`config.mk`:
```
export PLATFORM = sky130hd
export DESIGN_NAME = tempsense_seq
export DESIGN_NICKNAME = d
export VERILOG_FILES = /design/src/rtl/tempsense_pkg.sv /design/src/rtl/prim_flop_2sync.sv /design/src/rtl/tempsense_seq.sv
export SDC_FILE = /design/constraint.sdc
export NUM_CORES = 1
export LEC_CHECK = 0
export BUFFER_PORTS_ARGS = -buffer_cell sky130_fd_sc_hd__buf_2
export CAP_MARGIN = 0
export CORE_MARGIN = 2
export CORE_UTILIZATION = 35
export DETAILED_ROUTE_END_ITERATION = 7
export PLACE_DENSITY = 0.62
export SYNTH_ARGS = -nofsm -noshare
export SYNTH_HDL_FRONTEND = slang
export SYNTH_SLANG_ARGS = --single-unit
```
`constraint.sdc`:
```
create_clock -name clk_i -period 5.7 [get_ports clk_i]
set_input_delay 0.855 -clock clk_i [delete_from_list [all_inputs] [get_ports clk_i]]
set_output_delay 0.855 -clock clk_i [all_outputs]
set_load 0.005 [all_outputs]
```
`src/rtl/tempsense_pkg.sv`:
```
// Shared types for the temperature-sensor sequencer: FSM state encoding and default result width.
package tempsense_pkg;

   localparam int unsigned DoutWDefault = 24;

   typedef enum logic [2:0] {
      ST_IDLE,
      ST_RST,
      ST_CONV,
      ST_CAPT,
      ST_HOLD,
      ST_WAIT
   } state_e;

endpackage

```
`src/rtl/prim_flop_2sync.sv`:
```
// Two-flop synchronizer for bringing asynchronous levels into the clk_i domain.
// Latency 2 cycles; no backpressure (free-running sampler).
module prim_flop_2sync #(
   parameter int unsigned Width = 1
) (
   input  logic             clk_i,
   input  logic             rst_i,
   input  logic [Width-1:0] d_i,
   output logic [Width-1:0] q_o
);

   logic [Width-1:0] meta_q;
   logic [Width-1:0] sync_q;

   always_ff @(posedge clk_i or posedge rst_i) begin
      if (rst_i) begin
         meta_q <= '0;
         sync_q <= '0;
      end else begin
         meta_q <= d_i;
         sync_q <= meta_q;
      end
   end

   assign q_o = sync_q;

endmodule

```
`src/rtl/tempsense_seq.sv`:
```
// Sequencer for one on-die temperature sensor: reset pulse, enable, DONE capture, alarm, timeout.
// Result leaves via a single-entry valid/ready slot; a blocked slot parks the FSM in HOLD.
module tempsense_seq
   import tempsense_pkg::*;
#(
   parameter int unsigned RstCycles = 4,
   parameter int unsigned TimeoutW  = 20,
   parameter int unsigned DoutW     = DoutWDefault
) (
   input  logic             clk_i,
   input  logic             rst_i,
   input  logic             start_i,
   input  logic             periodic_en_i,
   input  logic [15:0]      interval_i,
   input  logic [3:0]       conv_time_i,
   input  logic [DoutW-1:0] threshold_hi_i,
   input  logic             clear_err_i,
   output logic             sns_rst_no,
   output logic             sns_en_o,
   output logic [3:0]       sns_sel_conv_time_o,
   input  logic             sns_done_i,
   input  logic [DoutW-1:0] sns_dout_i,
   output logic             result_valid_o,
   input  logic             result_ready_i,
   output logic [DoutW-1:0] result_o,
   output logic             busy_o,
   output logic             alarm_o,
   output logic             timeout_err_o
);

   localparam int unsigned RstCntW = (RstCycles > 1) ? $clog2(RstCycles) : 1;

   state_e              state_q, state_d, load_next;
   logic [RstCntW-1:0]  rst_cnt_q, rst_cnt_d;
   logic [TimeoutW-1:0] to_cnt_q, to_cnt_d, to_cnt_inc;
   logic [15:0]         wait_cnt_q, wait_cnt_d;
   logic [3:0]          conv_time_q, conv_time_d;
   logic [DoutW-1:0]    cap_q, cap_d, result_q, result_d;
   logic                valid_q, valid_d, alarm_q, alarm_d, err_q, err_d;
   logic                sns_rst_n_q, sns_rst_n_d, per_done_q, per_done_d, done_prev_q;
   logic                done_sync, done_rise, slot_free, wait_last;

   prim_flop_2sync #(.Width(1)) u_done_sync (
      .clk_i (clk_i),
      .rst_i (rst_i),
      .d_i   (sns_done_i),
      .q_o   (done_sync)
   );

   assign done_rise  = done_sync & ~done_prev_q;
   assign slot_free  = ~valid_q | result_ready_i;
   assign to_cnt_inc = to_cnt_q + 1'b1;
   assign wait_last  = ({1'b0, wait_cnt_q} + 17'd1) >= {1'b0, interval_i};

   always_comb begin
      state_d     = state_q;
      rst_cnt_d   = rst_cnt_q;
      to_cnt_d    = '0;
      wait_cnt_d  = '0;
      conv_time_d = conv_time_q;
      cap_d       = cap_q;
      result_d    = result_q;
      valid_d     = valid_q & ~result_ready_i;
      alarm_d     = alarm_q;
      err_d       = err_q & ~clear_err_i;
      // Interval 0 skips WAIT entirely so periodic conversions run back to back.
      load_next   = ST_IDLE;
      if (periodic_en_i) begin
         load_next = (interval_i == 16'd0) ? ST_RST : ST_WAIT;
      end

      unique case (state_q)
         ST_IDLE: begin
            if (start_i || (periodic_en_i && !per_done_q)) begin
               state_d = ST_RST;
            end
         end
         ST_RST: begin
            if (rst_cnt_q == RstCntW'(RstCycles - 1)) begin
               rst_cnt_d = '0;
               state_d   = ST_CONV;
            end else begin
               rst_cnt_d = rst_cnt_q + 1'b1;
            end
         end
         ST_CONV: begin
            to_cnt_d = to_cnt_inc;
            if (done_rise) begin
               state_d = ST_CAPT;
            end else if (&to_cnt_inc) begin
               err_d   = 1'b1;
               state_d = periodic_en_i ? ST_WAIT : ST_IDLE;
            end
         end
         ST_CAPT: begin
            cap_d   = sns_dout_i;
            alarm_d = sns_dout_i > threshold_hi_i;
            if (slot_free) begin
               result_d = sns_dout_i;
               valid_d  = 1'b1;
               state_d  = load_next;
            end else begin
               state_d = ST_HOLD;
            end
         end
         ST_HOLD: begin
            if (slot_free) begin
               result_d = cap_q;
               valid_d  = 1'b1;
               state_d  = load_next;
            end
         end
         ST_WAIT: begin
            if (!periodic_en_i) begin
               state_d = ST_IDLE;
            end else if (wait_last) begin
               state_d = ST_RST;
            end else begin
               wait_cnt_d = wait_cnt_q + 16'd1;
            end
         end
         default: state_d = ST_IDLE;
      endcase

      if ((state_d == ST_RST) && (state_q != ST_RST)) begin
         conv_time_d = conv_time_i;
         rst_cnt_d   = '0;
      end

      // The sensor reset stays low after power-up until the first RST phase completes.
      sns_rst_n_d = sns_rst_n_q;
      if (state_d == ST_RST) begin
         sns_rst_n_d = 1'b0;
      end else if (state_q == ST_RST) begin
         sns_rst_n_d = 1'b1;
      end

      per_done_d = periodic_en_i & (per_done_q | (state_d == ST_RST));
   end

   always_ff @(posedge clk_i or posedge rst_i) begin
      if (rst_i) begin
         state_q     <= ST_IDLE;
         rst_cnt_q   <= '0;
         to_cnt_q    <= '0;
         wait_cnt_q  <= '0;
         conv_time_q <= '0;
         cap_q       <= '0;
         result_q    <= '0;
         valid_q     <= 1'b0;
         alarm_q     <= 1'b0;
         err_q       <= 1'b0;
         sns_rst_n_q <= 1'b0;
         per_done_q  <= 1'b0;
         done_prev_q <= 1'b0;
      end else begin
         state_q     <= state_d;
         rst_cnt_q   <= rst_cnt_d;
         to_cnt_q    <= to_cnt_d;
         wait_cnt_q  <= wait_cnt_d;
         conv_time_q <= conv_time_d;
         cap_q       <= cap_d;
         result_q    <= result_d;
         valid_q     <= valid_d;
         alarm_q     <= alarm_d;
         err_q       <= err_d;
         sns_rst_n_q <= sns_rst_n_d;
         per_done_q  <= per_done_d;
         done_prev_q <= done_sync;
      end
   end

   assign sns_rst_no          = sns_rst_n_q;
   assign sns_en_o            = (state_q == ST_CONV);
   assign sns_sel_conv_time_o = conv_time_q;
   assign result_valid_o      = valid_q;
   assign result_o            = result_q;
   assign busy_o              = (state_q != ST_IDLE);
   assign alarm_o             = alarm_q;
   assign timeout_err_o       = err_q;

endmodule

```
==> results.cfg <==
[final_layout]
multi_input_area_um2 = 2790
nets = 825
register_area_um2 = 2530
num_antenna_cells = 0
design_area_um2 = 6640
final_layout_size_suffix_gt1_share_pct = 20.5
final_util_pct = 42.3
syn_to_final_growth_pct = 19.2
fill_cells = 1557

[critical_path]
start_kind = flip-flop
reg2reg_to = sns_sel_conv_time_o[3]
slowest_delay_ns = 0.60
cp-end-kind = flip-flop
r2r_cells = 14
regToRegSetupSlack_ns = 1.93
reg2reg_from = wait_cnt_q[2]
cp_max_fo = 4
crit_chain = and3_1, and3_1, and2_1, nand4_1, nor3_1, xor2_1, ha_1, nand3_1, nor4_1, a2111oi_0, o211ai_1, o211ai_1, or4b_4, mux2_4
path_class = flip-flop to flip-flop
crit_arrival_ns = 4.01
slowest_stage = or4b_4
critPathRequiredTime_ns = 5.94

[routing]
ant_nets = 0
drc = 0
wirelength_um = 12400
dr.pass1.iters = 4
vias = 4393
drt-initial-drc-count = 161
vias_per_cell = 4.74
wl_per_cell_um = 13.3

[floorplanning]
fp.coreArea_um2 = 15700
initial_utilization_pct = 35.4
ioPinCount = 109
num_rows = 46
die_h_um = 130
die_x_um = 130
die_area_um2 = 16900

[global_route]
grt_pass1_vias = 4329
antenna_found_initial = 0
globalRoute.totalOverflow = 0
grt_pass1_wl_um = 20700
grt_max_degree = 55
grt_usage_pct = 15.6

[worst_hold_path]
min_path_cells = 0
hold_class = flip-flop to flip-flop
whs_endpoint = u_done_sync.q_o
min_from = u_done_sync.meta_q

[timing]
tns_ns = 0
maxSlewHeadroom_pct = 27.1
worst_pin_slew_ns = 1.09
setup_violations = 0
report.final.hold_viol_count = 0
fmax_mhz = 265
post-route-period-util_pct = 66.2
rsz0062_at_grt = false
fin_crit_ns = 3.77
fin_skew_ns = 0.00577
slew_violations = 0

[placement]
portBuffers = 108
dpl-instance-area_um2 = 6360
dp.final_hpwl_um = 9250
gp_congestion = 0.787

[yosys]
avgSynthCellArea_um2 = 9.30
synth-edff-count = 0
synth_seq_cells = 101
ys_seq_area_share_pct = 45.4
ys_types = 48
synth_nets = 718
yosys_warnings = 0
synth_area_um2 = 5570
postSynth.topFlopCell = dfrtp_1
synthCells = 599
postSynth.asyncResetShare_pct = 100

[clock_network]
cts_tree = done
clk_pin_slew_ns = 0.07
cts_sinks = 101
cts_buffers = 9
cts_resized = 0
cts_buffer_depth = 2
postCtsHoldBufs = 0
htreeDepth = 3
post_cts_buffers = 0
clock_latency_ns = 0.35
clock-root-buffer = clkbuf_16

[power]
leakage_nw = 3.36
powerDensity_nw_per_um2 = 352
peakVddDrop_v = 0.000155

[outcome]
status = complete, no violations

[job]
drv_cap = 0
## stage by stage
stage	hold slack, ns	setup slack (ns)	instances	power, mW
4_1_cts	0.351	1.93	927	2.38
6_report	0.350	1.93	927	2.34
3_3_place_gp	0.336	2.03	911	1.77
2_1_floorplan	0.331	2.15	599	1.52
3_5_place_dp	0.335	1.95	911	1.79
5_1_grt	0.374	1.63	927	2.52
## worst max-delay path: cells and delay by family (launching register included)
| family | cells | cell delay, ns |
|---|---|---|
| AND/OR/NAND/NOR | 8 | 2.04 |
| AO/OA/AOI/OAI | 3 | 0.51 |
| adder cells (fa/ha/maj) | 1 | 0.29 |
| flip-flops | 1 | 0.39 |
| XOR/XNOR | 1 | 0.12 |
| multiplexers | 1 | 0.32 |
## power breakdown
group          total (mW)  internal (mW)  switching, mW  leakage, nW
Clock               0.585          0.298          0.287        0.128
Sequential           1.05          0.928          0.118         1.31
Combinational       0.710          0.324          0.385         1.92
## routing by layer
metal / global-route usage, % / vias up / wire length [um]
met5: 0 / - / 0
met3: 2.54 / 9 / 404
met4: 6.20 / 0 / 150
met2: 25.9 / 71 / 5980
li1: - / 2248 / -
met1: 20.5 / 2065 / 5820
## area by class of cell
cell class | instances | share of cell area (%)
clock buffers | 9 | 3.39
clock inverters | 7 | 0.754
inverters | 52 | 2.98
multi-input cells | 429 | 42.0
flip-flops and latches | 101 | 38.1
well taps | 216 | 4.07
repair buffers | 113 | 8.71
## Yosys cell counts (all sizes together) (10+ instances only)
cell,instances,area [um2]
o21ai,36,180
mux2i,23,230
nand2,119,447
nor2,33,124
nand4,16,106
xnor2,18,158
dfrtp,101,2530
ha,44,551
a21o,11,82.6
inv,52,195
nand3,16,85.1
clkbuf,13,48.8
a21oi,17,85.1
nor2b,16,100
xor2,10,87.6
## registers in the layout, indices dropped and copies added, names as in the netlist
name,flops
sns_sel_conv_time_o,4
u_done_sync.q_o,1
wait_cnt_q,16
cap_q,24
per_done_q,1
result_o,24
to_cnt_q,20
alarm_o,1
result_valid_o,1
u_done_sync.meta_q,1
state_q,3
rst_cnt_q,2
sns_rst_no,1
timeout_err_o,1
done_prev_q,1
## worst max path at each step
| stage | start | end | slack, ns | cells after the start |
|---|---|---|---|---|
| 3_5_place_dp | wait_cnt_q[2] | sns_sel_conv_time_o[2] | 1.95 | 14 |
| 6_report | wait_cnt_q[2] | sns_sel_conv_time_o[3] | 1.93 | 14 |
| 4_1_cts | wait_cnt_q[2] | sns_sel_conv_time_o[2] | 1.93 | 14 |
| 2_1_floorplan | wait_cnt_q[2] | sns_sel_conv_time_o[0] | 2.15 | 14 |
| 3_3_place_gp | wait_cnt_q[2] | sns_sel_conv_time_o[1] | 2.03 | 14 |
| 5_1_grt | wait_cnt_q[2] | sns_sel_conv_time_o[2] | 1.63 | 14 |
## cell usage in the layout (no fill, tap or decap), types with 5 or more instances in the layout
cell type,n
nor2_1,33
ha_1,44
dfrtp_1,101
nand2b_1,6
a21o_1,11
buf_4,5
nor4_1,8
and3_1,5
nor3_1,7
nor2b_1,16
inv_1,51
mux2i_1,23
nand4_1,15
xor2_1,10
buf_2,108
a21oi_1,17
nand3_1,15
nand2_1,119
o21ai_0,35
clkbuf_16,9
xnor2_1,18
## kinds of logic after synthesis
family          Yosys count  synth area share [%]
simple gates            246                  21.1
fa+ha+maj                44                  9.89
flops                   101                  45.4
compound gates           84                  9.21
buf+inv                  69                  4.79
xor+xnor                 28                  4.40
mux                      27                  5.21
Power figures use the tool's default switching activity.
